<file path="src/rtl/rect_flip_sequencer.sv">
// Command sequencer for the rectangle-flip controller: sweeps every rectangle
// (r1<r2, c1<c2) of a ROWS x COLS matrix for a programmable number of passes.
module rect_flip_sequencer #(
  parameter int unsigned ROWS    = 4,
  parameter int unsigned COLS    = 4,
  parameter int unsigned IDX_W   = 2,
  parameter int unsigned TIMEOUT = 255
) (
  input  logic             clk,
  input  logic             rst_n,
  input  logic             go,
  input  logic [7:0]       base_addr_in,
  input  logic [3:0]       passes,
  output logic             flip_start,
  output logic [7:0]       flip_base_addr,
  output logic [IDX_W-1:0] r1,
  output logic [IDX_W-1:0] r2,
  output logic [IDX_W-1:0] c1,
  output logic [IDX_W-1:0] c2,
  input  logic             flip_done,
  output logic             busy,
  output logic             all_done,
  output logic             error,
  output logic [9:0]       flip_count
);

  localparam int unsigned WdW = (TIMEOUT > 1) ? $clog2(TIMEOUT) : 1;

  localparam logic [WdW-1:0]   WdLast  = WdW'(TIMEOUT - 1);
  localparam logic [IDX_W-1:0] RowMax  = IDX_W'(ROWS - 1);
  localparam logic [IDX_W-1:0] RowMax2 = IDX_W'(ROWS - 2);
  localparam logic [IDX_W-1:0] ColMax  = IDX_W'(COLS - 1);
  localparam logic [IDX_W-1:0] ColMax2 = IDX_W'(COLS - 2);
  localparam logic [IDX_W-1:0] Idx0    = IDX_W'(0);
  localparam logic [IDX_W-1:0] Idx1    = IDX_W'(1);
  localparam logic [IDX_W-1:0] Idx2    = IDX_W'(2);

  typedef enum logic [2:0] {
    StIdle,
    StIssue,
    StWait,
    StAdvance,
    StFinish,
    StErr
  } state_e;

  state_e state_q, state_d;

  logic [7:0]       base_q, base_d;
  logic [3:0]       passes_q, passes_d;
  logic [3:0]       pass_cnt_q, pass_cnt_d;
  logic [WdW-1:0]   wd_q, wd_d;
  logic [9:0]       cnt_q, cnt_d;
  logic [IDX_W-1:0] r1_q, r1_d, r2_q, r2_d, c1_q, c1_d, c2_q, c2_d;

  logic [IDX_W-1:0] nr1, nr2, nc1, nc2;
  logic             pass_wrap;
  logic [3:0]       pass_inc;
  logic             go_ok;

  assign go_ok    = go && ((state_q == StIdle) || (state_q == StErr));
  assign pass_inc = pass_cnt_q + 4'd1;

  // Successor rectangle in lexicographic order, c2 innermost.
  always_comb begin
    nr1       = r1_q;
    nr2       = r2_q;
    nc1       = c1_q;
    nc2       = c2_q;
    pass_wrap = 1'b0;
    if (c2_q < ColMax) begin
      nc2 = c2_q + Idx1;
    end else if (c1_q < ColMax2) begin
      nc1 = c1_q + Idx1;
      nc2 = c1_q + Idx2;
    end else if (r2_q < RowMax) begin
      nr2 = r2_q + Idx1;
      nc1 = Idx0;
      nc2 = Idx1;
    end else if (r1_q < RowMax2) begin
      nr1 = r1_q + Idx1;
      nr2 = r1_q + Idx2;
      nc1 = Idx0;
      nc2 = Idx1;
    end else begin
      nr1       = Idx0;
      nr2       = Idx1;
      nc1       = Idx0;
      nc2       = Idx1;
      pass_wrap = 1'b1;
    end
  end

  always_ff @(posedge clk or negedge rst_n) begin
    if (!rst_n) begin
      state_q <= StIdle;
    end else begin
      state_q <= state_d;
    end
  end

  always_comb begin
    state_d = state_q;
    unique case (state_q)
      StIdle, StErr: begin
        if (go) state_d = (passes == 4'd0) ? StFinish : StIssue;
      end
      StIssue: state_d = StWait;
      StWait: begin
        if (flip_done)         state_d = StAdvance;
        else if (wd_q == WdLast) state_d = StErr;
      end
      StAdvance: begin
        state_d = (pass_wrap && (pass_inc == passes_q)) ? StFinish : StIssue;
      end
      StFinish: state_d = StIdle;
      default:  state_d = StIdle;
    endcase
  end

  always_comb begin
    base_d     = base_q;
    passes_d   = passes_q;
    pass_cnt_d = pass_cnt_q;
    wd_d       = wd_q;
    cnt_d      = cnt_q;
    r1_d       = r1_q;
    r2_d       = r2_q;
    c1_d       = c1_q;
    c2_d       = c2_q;
    if (go_ok) begin
      base_d     = base_addr_in;
      passes_d   = passes;
      pass_cnt_d = 4'd0;
      cnt_d      = 10'd0;
      r1_d       = Idx0;
      r2_d       = Idx1;
      c1_d       = Idx0;
      c2_d       = Idx1;
    end
    unique case (state_q)
      StIssue: wd_d = '0;
      StWait: begin
        if (flip_done) cnt_d = cnt_q + 10'd1;
        else           wd_d  = wd_q + WdW'(1);
      end
      StAdvance: begin
        r1_d = nr1;
        r2_d = nr2;
        c1_d = nc1;
        c2_d = nc2;
        if (pass_wrap) pass_cnt_d = pass_inc;
      end
      default: ;
    endcase
  end

  always_ff @(posedge clk or negedge rst_n) begin
    if (!rst_n) begin
      base_q     <= 8'd0;
      passes_q   <= 4'd0;
      pass_cnt_q <= 4'd0;
      wd_q       <= '0;
      cnt_q      <= 10'd0;
      r1_q       <= Idx0;
      r2_q       <= Idx1;
      c1_q       <= Idx0;
      c2_q       <= Idx1;
    end else begin
      base_q     <= base_d;
      passes_q   <= passes_d;
      pass_cnt_q <= pass_cnt_d;
      wd_q       <= wd_d;
      cnt_q      <= cnt_d;
      r1_q       <= r1_d;
      r2_q       <= r2_d;
      c1_q       <= c1_d;
      c2_q       <= c2_d;
    end
  end

  always_comb begin
    flip_start = (state_q == StIssue);
    busy       = (state_q == StIssue) || (state_q == StWait) || (state_q == StAdvance);
    all_done   = (state_q == StFinish);
    error      = (state_q == StErr);
  end

  assign flip_base_addr = base_q;
  assign flip_count     = cnt_q;
  assign r1             = r1_q;
  assign r2             = r2_q;
  assign c1             = c1_q;
  assign c2             = c2_q;

endmodule

</file>
<file path="config.mk">
export PLATFORM = sky130hd
export DESIGN_NAME = rect_flip_sequencer
export DESIGN_NICKNAME = d
export VERILOG_FILES = /design/src/rtl/rect_flip_sequencer.sv
export SDC_FILE = /design/constraint.sdc
export NUM_CORES = 1
export LEC_CHECK = 0
export ABC_CLOCK_PERIOD_IN_PS = 4400
export CORE_MARGIN = 4
export CORE_UTILIZATION = 46
export CTS_CLUSTER_SIZE = 24
export DETAILED_ROUTE_END_ITERATION = 8
export GPL_ROUTABILITY_DRIVEN = 0
export PLACE_DENSITY_LB_ADDON = 0.1
export SYNTH_ARGS = -nofsm -noshare
export SYNTH_HDL_FRONTEND = slang
export SYNTH_SLANG_ARGS = --single-unit
</file>
<file path="constraint.sdc">
create_clock -name clk -period 4.4 [get_ports clk]
set_clock_uncertainty 0.2 [all_clocks]
set_input_delay 0.88 -clock clk [delete_from_list [all_inputs] [get_ports clk]]
set_output_delay 0.88 -clock clk [all_outputs]
set_load 0.02 [all_outputs]
</file>
==> results of run 1 <==
registers in the layout (all words and copies together), names as in the netlist, 3 cells and up:
register        count
passes_q            4
flip_base_addr      8
wd_q                8
state_q             3
pass_cnt_q          4
flip_count         10
worst max-delay path, stage by stage, from the launching register on:
cell,delay [ns]
dfrtp_1,0.55
or2b_1,0.27
or2_2,0.31
clkinv_1,0.15
clkdlybuf4s50_1,0.63
Yosys cell counts (5+ instances only):
library cell	n	area share
mux2i_1	6	0.026
nor2_1	19	0.031
o21ai_0	10	0.022
dfrtp_1	43	0.47
a22o_1	5	0.019
ha_1	6	0.033
nand2_1	54	0.089
xor2_1	10	0.038
nand3_1	8	0.018
inv_1	5	0.0082
nand4_1	8	0.022
final timing paths:
check                               endpoint  cells past startpoint
setup / recovery                  flip_start                      4
hold / removal             flip_base_addr[0]                      2
setup reg to reg               flip_count[8]                      4
hold reg to reg            flip_base_addr[0]                      2
max in group asynchronous  flip_base_addr[4]                      1
min in group asynchronous              c1[0]                      1
stage by stage:
stage	hold WS [ns]	area (sq um)	total power, mW	cells
final	0.282	2880	1.49	347
after global routing	0.308	2880	1.60	347
after CTS	0.288	2880	1.51	347
after detailed placement	0.266	2790	1.24	339
after global placement	0.260	2790	1.23	339
after floorplan	0.265	2290	1.01	234
cell type report:
class	instances	area, sq um
Fill cell	433	1880
Sequential cell	45	1130
Multi-Input combinational cell	175	1100
Timing Repair Buffer	46	453
Clock buffer	8	90.1
Tap cell	67	83.8
Inverter	6	22.5
power by group through the flow:
| stage | clock, mW | combinational (mW) | sequential (mW) |
|---|---|---|---|
| floorplan | 0 | 0.363 | 0.646 |
| global placement | 0 | 0.616 | 0.612 |
| detailed placement | 0 | 0.627 | 0.613 |
| CTS | 0.272 | 0.629 | 0.607 |
| global route | 0.291 | 0.689 | 0.624 |
| finish | 0.266 | 0.618 | 0.606 |
per-layer routing:
| metal | track usage | routed length (um) |
|---|---|---|
| met3 | 0.0378 | 186 |
| met2 | 0.271 | 2260 |
| met1 | 0.212 | 2150 |
| met4 | 0.0524 | 56 |
| met5 | 0 | 0 |
cells by family (layout without fill, tap and decap cells):
family | Yosys count | after routing
AO/OA/AOI/OAI | 31 | 31
XOR/XNOR | 14 | 14
adder cells (fa/ha/maj) | 6 | 6
buffers and inverters | 14 | 60
flip-flops | 45 | 45
multiplexers | 10 | 10
AND/OR/NAND/NOR | 114 | 114
==> impl_metrics.toml, run 1 <==
[final_layout]
fin_nets = 301
layout_commonest_cell = "nand2_1"
area_growth_pct = 25.8
diodes = 0
layout_common_cells = "54 x nand2_1, 44 x clkdlybuf4s50_1, 43 x dfrtp_1"
fin_util = 0.605
layout-drive-gt1-share = 0.0750

[detailed_routing]
vias = 1801
routedWlPerCell_um = 13.4
first_iter_violations = 58
ant_nets = 0
drt_pass1_iterations = 4
wirelength_mm = 4.66
via_per_inst = 5.19
drcViolationCount = 0

[sta]
worst_slew_pin_slew_ns = 0.978
fin_crit_ns = 3.29
final.setup.tns_ns = 0
final_max_slew_viol_count = 0
setup_ws_ns = 1.11
setup_viol = 0
slew_headroom = 0.348
min_period_over_period = 0.748
rsz0062_at_grt = "no"
clock.fmax_ghz = 0.304
timing.final.hold_violations = 0

[die]
core-area_sq_um = 4750
die_h_um = 78.5
std_cell_rows = 25
dieWidth_um = 78.5
start_util = 0.481
ioPinCount = 46
dieArea_sq_um = 6160

[cts]
post-cts-setup-buffer-count = 0
cts_buffer_depth = 2
clk_pin_slew_ns = 0.08
root_buffer = "clkbuf_8"
numCtsBuffers = 5
postCtsHoldBufs = 0
cts.sinks = 45
cts_tree = "done"
cts.repair.resized = 0
htree_levels = 2
clock_latency_ns = 0.30

[grt]
gr-usage-all-layers = 0.164
grt_pass1_vias = 1735
grt_max_degree = 46
grt_first_pass_wirelength_mm = 8.02
globalRouteOverflowTotal = 0
antenna_found_initial = 0

[setup_path]
arrival_ns = 2.21
r2r_start = "state_q[2]"
crit_path_max_fanout = 10
crit_path_start = "state_q[0]"
r2r_slack_ns = 2.23
worstPathRequired_ns = 3.32
worstSetupStartpointType = "flop"
critPathKind = "flop to primary output"
end_kind = "primary output"

[power]
power_density_nw_per_um2 = 518
pwr-share-clk = 0.178
seq_power_share = 0.407
switchingPower_uw = 571
leakage_nw = 1.29
vdd_drop_max_uv = 263
comb_power_share = 0.415
internal_power_uw = 919
switching_share = 0.383

[logic_synthesis]
synth_fp_nets = 256
synth_top_family_by_area = "simple AND/OR/NAND/NOR gates"
synth_edf_count = 0
synth.area.mux_share = 0.0460
synth_compound_area_frac = 0.0946
synthAdderAreaFrac = 0.0328
synth_warnings = 0
synth_area_sq_um = 2290
yosysUniqueCellTypes = 43
synth_seq_area_share = 0.493
postSynthAreaPerCell_sq_um = 9.77
synth-simple-area-share = 0.251
ys_ff_latch = 45
async_flop_share = 1.00
synth_flop_cell = "dfrtp_1"
netlist_instances = 234
synthXorXnorAreaFrac = 0.0536

[min_path]
min-delay-start = "flip_base_addr[0]"
holdCritPathClass = "flop to flop"

[job]
cap_violations = 0

[placed_design]
dp_hpwl_mm = 3.32
port_buffers = 45
post-place-ws_ns = 1.46

[status]
status = "finished clean"
No activity file was read; power rests on OpenSTA's default activity.
==> run 2, diff against run 1 <==
- ABC_CLOCK_PERIOD_IN_PS: 4400 -> 3000
- clock period: 4.4 -> 3 ns (I/O delays scaled with it)
==> impl_metrics.toml, run 2 (same netlist as run 1, synthesis figures left out) <==
[min_path]
holdCritPathClass = "input pin to asynchronous set/reset pin"

[detailed_routing]
via_per_inst = 5.11
drcViolationCount = 0
wirelength_mm = 4.66
first_iter_violations = 61
ant_nets = 0
vias = 1800
routedWlPerCell_um = 13.2
drt_pass1_iterations = 4

[cts]
htree_levels = 2
cts_tree = "done"
clock_latency_ns = 0.29
cts_buffer_depth = 2
clk_pin_slew_ns = 0.08
cts.sinks = 45
numCtsBuffers = 5
root_buffer = "clkbuf_8"

[final_layout]
layout_commonest_cell = "nand2_1"
layout-drive-gt1-share = 0.0912
final_cells = 352
fin_nets = 306
multi_input_area_sq_um = 1100
layout_common_cells = "54 x nand2_1, 43 x dfrtp_1, 43 x clkdlybuf4s50_1"
regArea_sq_um = 1130
area_growth_pct = 27.5
largest_register_ffs = 10
fin_area_sq_um = 2920
fillers = 420
diodes = 0
fin_util = 0.613

[sta]
setup_viol = 0
clock.fmax_ghz = 0.390
timing.final.hold_violations = 0
setup_ws_ns = 0.434
fin_crit_ns = 2.57
final.setup.tns_ns = 0
final_max_slew_viol_count = 0
worst_slew_pin_slew_ns = 0.487
fin_hold_ws_ns = 0.0285
slew_headroom = 0.674
min_period_over_period = 0.855
rsz0062_at_grt = "no"

[power]
power_mw = 2.22
vdd_drop_max_uv = 388
power_density_nw_per_um2 = 760
leakage_nw = 1.33

[placed_design]
dpl_cell_area_sq_um = 2820
post-place-ws_ns = 0.386
port_buffers = 45
dp_hpwl_mm = 3.46
dp.cells = 344

[grt]
gr-usage-all-layers = 0.165
grt_max_degree = 28
grt_first_pass_wirelength_mm = 8.15
grt_pass1_vias = 1760
antenna_found_initial = 0
globalRouteOverflowTotal = 0

[die]
dieArea_sq_um = 6160
start_util = 0.481
die_h_um = 78.5
core-area_sq_um = 4750
dieWidth_um = 78.5
ioPinCount = 46
std_cell_rows = 25

[setup_path]
crit_chain = "or2b_1 > or2_2 > clkinv_1 > dlymetal6s2s_1"
end_kind = "primary output"
r2r_slack_ns = 0.86
cp_slowest_stage_delay_ns = 0.49
r2r-end = "pass_cnt_q[0]"
worstPathRequired_ns = 2.20
arrival_ns = 1.77
crit_path_max_fanout = 10
worst_path_max_delay_cell = "dfrtp_1"
worstSetupStartpointType = "flop"
reg2reg_depth = 5
critPathKind = "flop to primary output"
r2r_start = "c2[0]"

[status]
status = "finished clean"

[job]
cap_violations = 0
==> run 2: worst max path at each step <==
stage / from / depth (start not counted) / end
floorplan: flip_done / 4 / wd_q[5]
global placement: state_q[1] / 4 / flip_start
detailed placement: state_q[1] / 4 / flip_start
CTS: state_q[1] / 4 / flip_start
global route: state_q[1] / 4 / flip_start
finish: state_q[1] / 4 / flip_start
==> run 2: routing by layer <==
metal | routed length [um] | global-route usage | share of wire | vias to the layer above
li1 | - | - | - | 912
met1 | 2220 | 0.214 | 0.48 | 856
met2 | 2260 | 0.273 | 0.48 | 30
met3 | 159 | 0.0401 | 0.034 | 2
met4 | 29 | 0.0472 | 0.0062 | 0
met5 | 0 | 0 | 0 | -
==> run 2: final cells by class <==
class,count,area share
Inverter,6,0.00772
Multi-Input combinational cell,175,0.377
Timing Repair Buffer,51,0.169
Tap cell,67,0.0287
Clock buffer,8,0.0309
Sequential cell,45,0.387
==> run 2: power by group <==
| part | total (mW) | switching (mW) | internal (mW) |
|---|---|---|---|
| clock network | 0.382 | 0.194 | 0.188 |
| logic | 0.962 | 0.527 | 0.436 |
| registers | 0.873 | 0.122 | 0.751 |
==> run 2: worst max-delay path, delay by kind of cell, from the launching register on <==
| family | cells | cell delay [ns] |
|---|---|---|
| and+or+nand+nor | 2 | 0.59 |
| DFF | 1 | 0.49 |
| buffers and inverters | 2 | 0.40 |
==> run 2: timing repair <==
item | CTS | global route
endpoints found under the setup margin | 0 | 1
gates resized for setup | 0 | 1
hold buffers | 0 | 0
setup buffers | 0 | 0
